--- src/rtl/ascon_pkg.sv ---
// Shared Ascon types, plus the tables and helpers used by the inverse permutation.
// Linear-layer inverse matrices are derived at elaboration by GF(2) elimination.
package ascon_pkg;

    localparam int NUM_WORDS  = 5;
    localparam int WORD_WIDTH = 64;

    typedef logic [WORD_WIDTH-1:0] ascon_word_t;
    typedef logic [NUM_WORDS-1:0][WORD_WIDTH-1:0] ascon_state_t;
    typedef logic [WORD_WIDTH-1:0][WORD_WIDTH-1:0] lin_mat_t;

    typedef enum logic [1:0] {IDLE, RUN, DONE} inv_state_e;

    localparam logic [4:0] INV_SBOX [0:31] = '{
        5'h14, 5'h1a, 5'h07, 5'h0d, 5'h00, 5'h09, 5'h0e, 5'h12,
        5'h0a, 5'h06, 5'h1d, 5'h01, 5'h19, 5'h15, 5'h13, 5'h1e,
        5'h18, 5'h16, 5'h0b, 5'h11, 5'h03, 5'h05, 5'h1c, 5'h1f,
        5'h17, 5'h1b, 5'h04, 5'h08, 5'h0f, 5'h0c, 5'h10, 5'h02
    };

    localparam logic [7:0] RC [0:11] = '{
        8'hf0, 8'he1, 8'hd2, 8'hc3, 8'hb4, 8'ha5,
        8'h96, 8'h87, 8'h78, 8'h69, 8'h5a, 8'h4b
    };

    localparam int ROT_AMT [0:NUM_WORDS-1][0:1] = '{
        '{19, 28}, '{61, 39}, '{1, 6}, '{10, 17}, '{7, 41}
    };

    // Row r of the result holds the input-bit mask feeding output bit r.
    function automatic lin_mat_t linv_matrix(input int w);
        lin_mat_t    a;
        lin_mat_t    inv;
        ascon_word_t tmp;
        logic        found;
        for (int r = 0; r < WORD_WIDTH; r++) begin
            a[r] = (ascon_word_t'(1) << r)
                 ^ (ascon_word_t'(1) << ((r + ROT_AMT[w][0]) % WORD_WIDTH))
                 ^ (ascon_word_t'(1) << ((r + ROT_AMT[w][1]) % WORD_WIDTH));
            inv[r] = ascon_word_t'(1) << r;
        end
        for (int c = 0; c < WORD_WIDTH; c++) begin
            found = 1'b0;
            for (int r = c; r < WORD_WIDTH; r++) begin
                if (!found && a[r][c]) begin
                    found  = 1'b1;
                    tmp    = a[r];
                    a[r]   = a[c];
                    a[c]   = tmp;
                    tmp    = inv[r];
                    inv[r] = inv[c];
                    inv[c] = tmp;
                end
            end
            for (int r = 0; r < WORD_WIDTH; r++) begin
                if (r != c && a[r][c]) begin
                    a[r]   = a[r] ^ a[c];
                    inv[r] = inv[r] ^ inv[c];
                end
            end
        end
        return inv;
    endfunction

    function automatic ascon_word_t mat_apply(input lin_mat_t m, input ascon_word_t x);
        ascon_word_t y;
        for (int r = 0; r < WORD_WIDTH; r++) begin
            y[r] = ^(m[r] & x);
        end
        return y;
    endfunction

    // Indices past the table yield zero so a wrapped counter is harmless.
    function automatic logic [7:0] rc_lookup(input logic [3:0] idx);
        logic [7:0] v;
        v = 8'h00;
        for (int k = 0; k < 12; k++) begin
            if (idx == 4'(k)) v = RC[k];
        end
        return v;
    endfunction

endpackage

--- src/rtl/ascon_inv_permutation_inv_substitution_layer.sv ---
// Bit-sliced inverse Ascon S-box applied to all 64 columns of the state.
// Column index is {x0,x1,x2,x3,x4} with x0 as the MSB.
module inv_substitution_layer
    import ascon_pkg::*;
(
    input  ascon_state_t state,
    output ascon_state_t subst
);

    logic [4:0] idx;
    logic [4:0] val;

    always_comb begin
        subst = '0;
        idx   = '0;
        val   = '0;
        for (int j = 0; j < WORD_WIDTH; j++) begin
            idx = {state[0][j], state[1][j], state[2][j], state[3][j], state[4][j]};
            val = INV_SBOX[idx];
            subst[0][j] = val[4];
            subst[1][j] = val[3];
            subst[2][j] = val[2];
            subst[3][j] = val[1];
            subst[4][j] = val[0];
        end
    end

endmodule

--- src/rtl/ascon_inv_permutation.sv ---
// Iterative inverse Ascon permutation, one inverse round per cycle.
// Define ASCON_INV_UNROLL2_EN to retire two inverse rounds per cycle.
module ascon_inv_permutation
    import ascon_pkg::*;
#(
    parameter int MAX_ROUNDS = 12
) (
    input  logic         clk_i,
    input  logic         rst_ni,
    input  logic         in_valid_i,
    output logic         in_ready_o,
    input  logic [3:0]   rounds_i,
    input  ascon_state_t state_i,
    output logic         out_valid_o,
    input  logic         out_ready_i,
    output ascon_state_t state_o,
    output logic         busy_o
);

    localparam logic [3:0] MAX_RND = 4'(MAX_ROUNDS);
    localparam logic [3:0] LAST_RC = 4'(MAX_ROUNDS - 1);

    inv_state_e   fsm_q, fsm_d;
    ascon_state_t state_q, state_d;
    logic [3:0]   rc_idx_q, rc_idx_d;
    logic [3:0]   remain_q, remain_d;
    logic [3:0]   rnd_sat;

    ascon_state_t lin1, sub1, rnd1;
`ifdef ASCON_INV_UNROLL2_EN
    ascon_state_t lin2, sub2, rnd2;
`endif

    for (genvar w = 0; w < NUM_WORDS; w++) begin : g_lin
        localparam lin_mat_t LINV = linv_matrix(w);
        assign lin1[w] = mat_apply(LINV, state_q[w]);
`ifdef ASCON_INV_UNROLL2_EN
        assign lin2[w] = mat_apply(LINV, rnd1[w]);
`endif
    end

    inv_substitution_layer u_sub1 (
        .state (lin1),
        .subst (sub1)
    );

    always_comb begin
        rnd1    = sub1;
        rnd1[2] = sub1[2] ^ ascon_word_t'(rc_lookup(rc_idx_q));
    end

`ifdef ASCON_INV_UNROLL2_EN
    inv_substitution_layer u_sub2 (
        .state (lin2),
        .subst (sub2)
    );

    always_comb begin
        rnd2    = sub2;
        rnd2[2] = sub2[2] ^ ascon_word_t'(rc_lookup(rc_idx_q - 4'd1));
    end
`endif

    always_comb begin
        fsm_d    = fsm_q;
        state_d  = state_q;
        rc_idx_d = rc_idx_q;
        remain_d = remain_q;
        rnd_sat  = (rounds_i > MAX_RND) ? MAX_RND : rounds_i;
        unique case (fsm_q)
            IDLE: begin
                if (in_valid_i) begin
                    state_d  = state_i;
                    rc_idx_d = LAST_RC;
                    remain_d = rnd_sat;
                    fsm_d    = (rnd_sat == 4'd0) ? DONE : RUN;
                end
            end
            RUN: begin
`ifdef ASCON_INV_UNROLL2_EN
                if (remain_q >= 4'd2) begin
                    state_d  = rnd2;
                    rc_idx_d = rc_idx_q - 4'd2;
                    remain_d = remain_q - 4'd2;
                end else begin
                    state_d  = rnd1;
                    rc_idx_d = rc_idx_q - 4'd1;
                    remain_d = remain_q - 4'd1;
                end
                if (remain_q <= 4'd2) fsm_d = DONE;
`else
                state_d  = rnd1;
                rc_idx_d = rc_idx_q - 4'd1;
                remain_d = remain_q - 4'd1;
                if (remain_q == 4'd1) fsm_d = DONE;
`endif
            end
            DONE: begin
                if (out_ready_i) fsm_d = IDLE;
            end
            default: fsm_d = IDLE;
        endcase
    end

    always_ff @(posedge clk_i) begin
        if (!rst_ni) begin
            fsm_q    <= IDLE;
            state_q  <= '0;
            rc_idx_q <= '0;
            remain_q <= '0;
        end else begin
            fsm_q    <= fsm_d;
            state_q  <= state_d;
            rc_idx_q <= rc_idx_d;
            remain_q <= remain_d;
        end
    end

    assign in_ready_o  = (fsm_q == IDLE);
    assign out_valid_o = (fsm_q == DONE);
    assign busy_o      = (fsm_q != IDLE);
    assign state_o     = state_q;

endmodule
--- config.mk ---
export PLATFORM = sky130hd
export DESIGN_NAME = ascon_inv_permutation
export DESIGN_NICKNAME = d
export VERILOG_FILES = /design/src/rtl/ascon_pkg.sv /design/src/rtl/ascon_inv_permutation_inv_substitution_layer.sv /design/src/rtl/ascon_inv_permutation.sv
export SDC_FILE = /design/constraint.sdc
export NUM_CORES = 2
export LEC_CHECK = 0
export BUFFER_PORTS_ARGS = -buffer_cell sky130_fd_sc_hd__buf_4
export CAP_MARGIN = 40
export CORE_ASPECT_RATIO = 2
export CORE_MARGIN = 2
export CORE_UTILIZATION = 45
export DETAILED_ROUTE_END_ITERATION = 7
export PLACE_DENSITY = 0.74
export SLEW_MARGIN = 10
export SYNTH_ARGS = -nofsm -noshare
export SYNTH_HDL_FRONTEND = slang
export SYNTH_SLANG_ARGS = --single-unit
--- constraint.sdc ---
create_clock -name clk_i -period 5.1 [get_ports clk_i]
set_clock_uncertainty 0.1 [all_clocks]
set_input_delay 0 -clock clk_i [delete_from_list [all_inputs] [get_ports clk_i]]
set_output_delay 0 -clock clk_i [all_outputs]
set_load 0.03 [all_outputs]
==> qor.yml, run 1 <==
cts_made_buffers: 47
ioPinCount: 651
cts-root-buf: "clkbuf_16"
status: "aborted with a tool error"
post_cts_buffers: 0
grt_use_total: 0.7532
error: "[ERROR GRT-0116] Global routing finished with congestion. Check the congestion regions in the DRC Viewer."
routabilityCongestion: 1.315
portBuffers: 650
clock_sinks: 330
synth-edff-count: 0
synth_async_sr_flop_share: 0
clk_path_buf_depth: 3
grt_max_degree: 106
htreeDepth: 2
grt_pass1_vias: 108474
stop_stage: "global routing"
ys_ff_latch: 330
synth_cell_type_count: 91
synthCells: 9262
yosysWarningCount: 0
dp_slack_ns: -0.04182
ys_seq_area_frac: 0.07711
yosys_most_used_dff: "dfxtp_1"
grt_pass1_wl_microns: 1060000
row_count: 226
dieWidth_microns: 312.5
place_hpwl_microns: 523300
overflow: 3809
die_y_microns: 621.1
initial_utilization: 0.4522
postSynthAreaPerCell_sq_um: 9.250
synth_nets: 10041
post_synth_instance_area_sq_um: 85670
synthesized netlist by cell type (14+ instances only):
cell      instances  area [sq um]
o221ai_1         75         656.9
a211o_1          20         175.2
o211ai_1        121         908.4
xor2_2           42         683.2
nor2b_1          45         281.5
xor3_1          100          2377
ha_1            451          5643
a211oi_1         71         533.0
and3_1           25         156.4
inv_2            21         78.83
buf_4            93         698.2
a22oi_1          51         382.9
xnor3_1         592         13330
o31ai_1          14         105.1
a311oi_1         19         166.4
buf_2           307          1536
inv_1           240         900.9
xnor2_4          33         908.4
o21ai_0         486          2432
nor2_1          397          1490
o22ai_1          83         519.3
mux4_2           18         405.4
nand3_1          18         90.09
a21o_1           14         105.1
mux2i_1         315          3153
dfxtp_1         330          6606
a31oi_1          54         337.8
nand2_1         569          2136
or3_1            31         193.9
clkbuf_1        207         777.0
xnor2_2         180          2928
xnor2_1        2391         20940
xor2_1          712          6236
a21oi_1         474          2372
and2_1           66         412.9
xnor3_2          15         356.6
or2_2            39         244.0
nand2b_1         81         506.7
a221oi_1         52         455.4
o21ai_1          44         220.2
nor3_1           89         445.4
mux2_2           54         608.1
o21a_1           14         105.1
cell families after synthesis:
kind of cell | after synthesis | synth area share
simple gates | 1394 | 0.07232
buf+inv | 889 | 0.04818
flops | 330 | 0.07711
fa+ha+maj | 451 | 0.06587
compound gates | 1726 | 0.1250
xor+xnor | 4080 | 0.5623
mux | 392 | 0.04929
repair_timing:
action / CTS
hold buffers: 350
endpoints found under the setup margin: 3
gates resized for setup: 3
endpoints found under the hold margin: 324
routing by layer:
| metal | GRT overflow | global-route usage |
|---|---|---|
| met1 | 3 | 0.7311 |
| met2 | 2759 | 0.9847 |
| met3 | 13 | 0.5165 |
| met4 | 1034 | 0.8206 |
| met5 | 0 | 0.1480 |
per-stage QoR:
stage	instances	area, sq um
floorplan	9262	85670
detailed placement	13799	107700
CTS	14236	112900
global placement	13765	107400
==> run 2, diff against run 1 <==
--- a/config.mk
+++ b/config.mk
@@ -7,11 +7,10 @@
 export LEC_CHECK = 0
 export BUFFER_PORTS_ARGS = -buffer_cell sky130_fd_sc_hd__buf_4
 export CAP_MARGIN = 40
-export CORE_ASPECT_RATIO = 2
 export CORE_MARGIN = 2
-export CORE_UTILIZATION = 45
+export CORE_UTILIZATION = 30
 export DETAILED_ROUTE_END_ITERATION = 7
-export PLACE_DENSITY = 0.74
+export PLACE_DENSITY_LB_ADDON = 0.15
 export SLEW_MARGIN = 10
 export SYNTH_ARGS = -nofsm -noshare
 export SYNTH_HDL_FRONTEND = slang
==> run 2 against run 1 <==
Compared with the run above:
- synthesized cell count did not move
- the flow now finishes, with violations (setup timing)
- synthesized area unchanged
==> qor.yml, run 2 <==
status: "finished with violations"
failed_checks: "setup timing"
dieArea_sq_um: 289900
overflow: 0
holdCritPathClass: "input port to flop"
cts-root-buf: "clkbuf_16"
drc_errors: 0
fin_util: 0.4177
clk_path_buf_depth: 3  # unchanged
drtIter0Drc: 11916
clock_latency_ns: 0.84
arrival_ns: 5.77
drv_cap: 0
cp_data_required_time_ns: 5.71
cts_tree: "built"
antenna_found_initial: 71
setup-violations-final: 3
postSynthAreaPerCell_sq_um: 9.250  # unchanged
reg2reg_from: "state_o[221]"
place_hpwl_microns: 556100  # +6.3%
yosys_most_used_dff: "dfxtp_1"
clock_sinks: 330  # unchanged
largest_reg_flops: 320
synth_top_area_frac: 0.2444  # unchanged
layout_common_cells: "buf_4, xnor2_1, xor2_1"
grt_max_degree: 103
worst_pin_slew_ns: 0.9963
slowest_stage: "dfxtp_1"
synth-edff-count: 0  # unchanged
post_cts_buffers: 0  # unchanged
ioPinCount: 651  # unchanged
crit_top_cell: "buf_4"
initial_utilization: 0.3009  # -0.1513
endpoint_kind: "flop"
critPathMaxStageDelay_ns: 0.86
critical_path_class: "flop to flop"
hold_viol_final: 0
yosysMostFrequentCell: "xnor2_1"
grt_setup_unrepaired: "no"
routed_wirelength_microns: 657100
htreeDepth: 2  # unchanged
routabilityCongestion: 1.081  # -18%
dp_slack_ns: -0.01189  # +0.02993 ns
synth_async_sr_flop_share: 0  # unchanged
ys_seq_area_frac: 0.07711  # unchanged
slew_violations: 0
cp_top_family: "XOR/XNOR gates"
worst_slew_margin_rel: 0.3358
area_growth_pct: 38.83
fin_ws_ns: -0.06018
core_region_area_sq_um: 284700
finalCriticalPeriod_ns: 5.160
cp-startpoint: "state_o[221]"
finalCritPeriodShare: 1.012
worstPathCellList: "buf_4, xnor3_1, xnor2_1, buf_4, xnor2_1, buf_4, xor2_2, buf_4, ha_1, buf_4, mux2_2, mux2i_1, buf_4, o22ai_1, o21ai_1, and2_1"
fmax_mhz: 193.8
dieWidth_microns: 538.4  # +72%
grt_use_total: 0.4379
wl_per_cell_microns: 41.45
hold_start: "state_i[121]"
fin_nets: 12794
drive_above_1_share: 0.2900
cp_max_fo: 9
crit_buf_inv: 6
cts_made_buffers: 58  # +23%
portBuffers: 650  # unchanged
synth_top_area_cell: "xnor2_1"
mostFrequentLayoutCell: "buf_4"
startpoint_type: "flop"
grt_pass1_wl_microns: 837300
vias: 86974
ys_ff_latch: 330  # unchanged
synth_cell_type_count: 91  # unchanged
netlist_top_cells_count: "xnor2_1, xor2_1, xnor3_1, nand2_1, o21ai_0"
yosys-top-cells-area: "xnor2_1, xnor3_1, dfxtp_1"
antenna_left: 0
grt_pass1_vias: 82206
die_y_microns: 538.4  # -13%
fill_cells: 28280
cts.clk_slew.worst_paths_ns: 0.06
synth_nets: 10041  # unchanged
yosysWarningCount: 0  # unchanged
drt-pass1-iter-count: 8
post_synth_instance_area_sq_um: 85670  # unchanged
row_count: 196  # -13%
synthCells: 9262  # unchanged
routed_via_density: 5.487
## run 2: final cells by class
cell class / count / area [sq um] / share of cell area
Antenna cell: 27 / 67.56 / 0.0005681
Inverter: 265 / 1005 / 0.008448
Sequential cell: 330 / 6620 / 0.05566
Tap cell: 3762 / 4707 / 0.03958
Clock buffer: 72 / 1585 / 0.01333
Timing Repair Buffer: 3317 / 28680 / 0.2411
Multi-Input combinational cell: 8043 / 75730 / 0.6367
Clock inverter: 36 / 538.0 / 0.004524
## run 2: cell families (layout without fill, tap and decap cells)
family                     after synthesis  in the layout  share of synthesized area
AOI/OAI and AO/OA                     1726           1726                     0.1250
xor gates and xnor gates              4080           4080                     0.5623
adders and majority gates              451            451                    0.06587
buffers and inverters                  889           3690                    0.04818
DFF                                    330            330                    0.07711
muxes                                  392            392                    0.04929
other                                    0             27                          0
and+or+nand+nor                       1394           1394                    0.07232
## run 2: worst register-to-register path, stage by stage (launching register included)
cell and delay [ns]:
dfxtp_1 0.86, buf_4 0.27, xnor3_1 0.44, xnor2_1 0.15, buf_4 0.13, xnor2_1 0.19, buf_4 0.17, xor2_2 0.64
buf_4 0.33, ha_1 0.29, buf_4 0.16, mux2_2 0.25, mux2i_1 0.49, buf_4 0.28, o22ai_1 0.08, o21ai_1 0.14
and2_1 0.13
## run 2: path summary, 6_finish.rpt
check                      end  slack [ns]  cells after the start
setup / recovery  state_o[254]       -0.06                     16
hold / removal    state_o[121]        0.06                      5
setup reg to reg  state_o[254]       -0.06                     16
hold reg to reg   state_o[153]        0.35                      2
## run 2: per-stage QoR
step                hold slack [ns]  TNS (ns)  instance area [sq um]  instances
CTS                        0.001046         0                 118800      15824
global route                0.06995         0                 118900      15830
finish                      0.05690   -0.1157                 118900      15852
detailed placement           0.1560  -0.01189                 112000      15253
floorplan                   0.04617         0                  85670       9262
global placement             0.1474    -2.919                 111600      15216
## run 2: timing repair
item | 4_1_cts | 5_1_grt
gates cloned | 0 | 0
setup endpoints to repair | 2 | 9
endpoints found under the hold margin | 324 | 0
hold buffers | 463 | 0
resized for setup | 2 | 13
## run 2: metal layers
metal | global-route usage | routed length, microns | up-vias
li1 | - | - | 36868
met1 | 0.5598 | 266400 | 43607
met2 | 0.6349 | 269700 | 5355
met3 | 0.1229 | 66430 | 1112
met4 | 0.3010 | 54320 | 32
met5 | 0 | 221 | -
Power of run 2 is left out: the tool's default activity adds up to more than one toggle a clock period on the data nets, which glitch-free logic cannot reach.
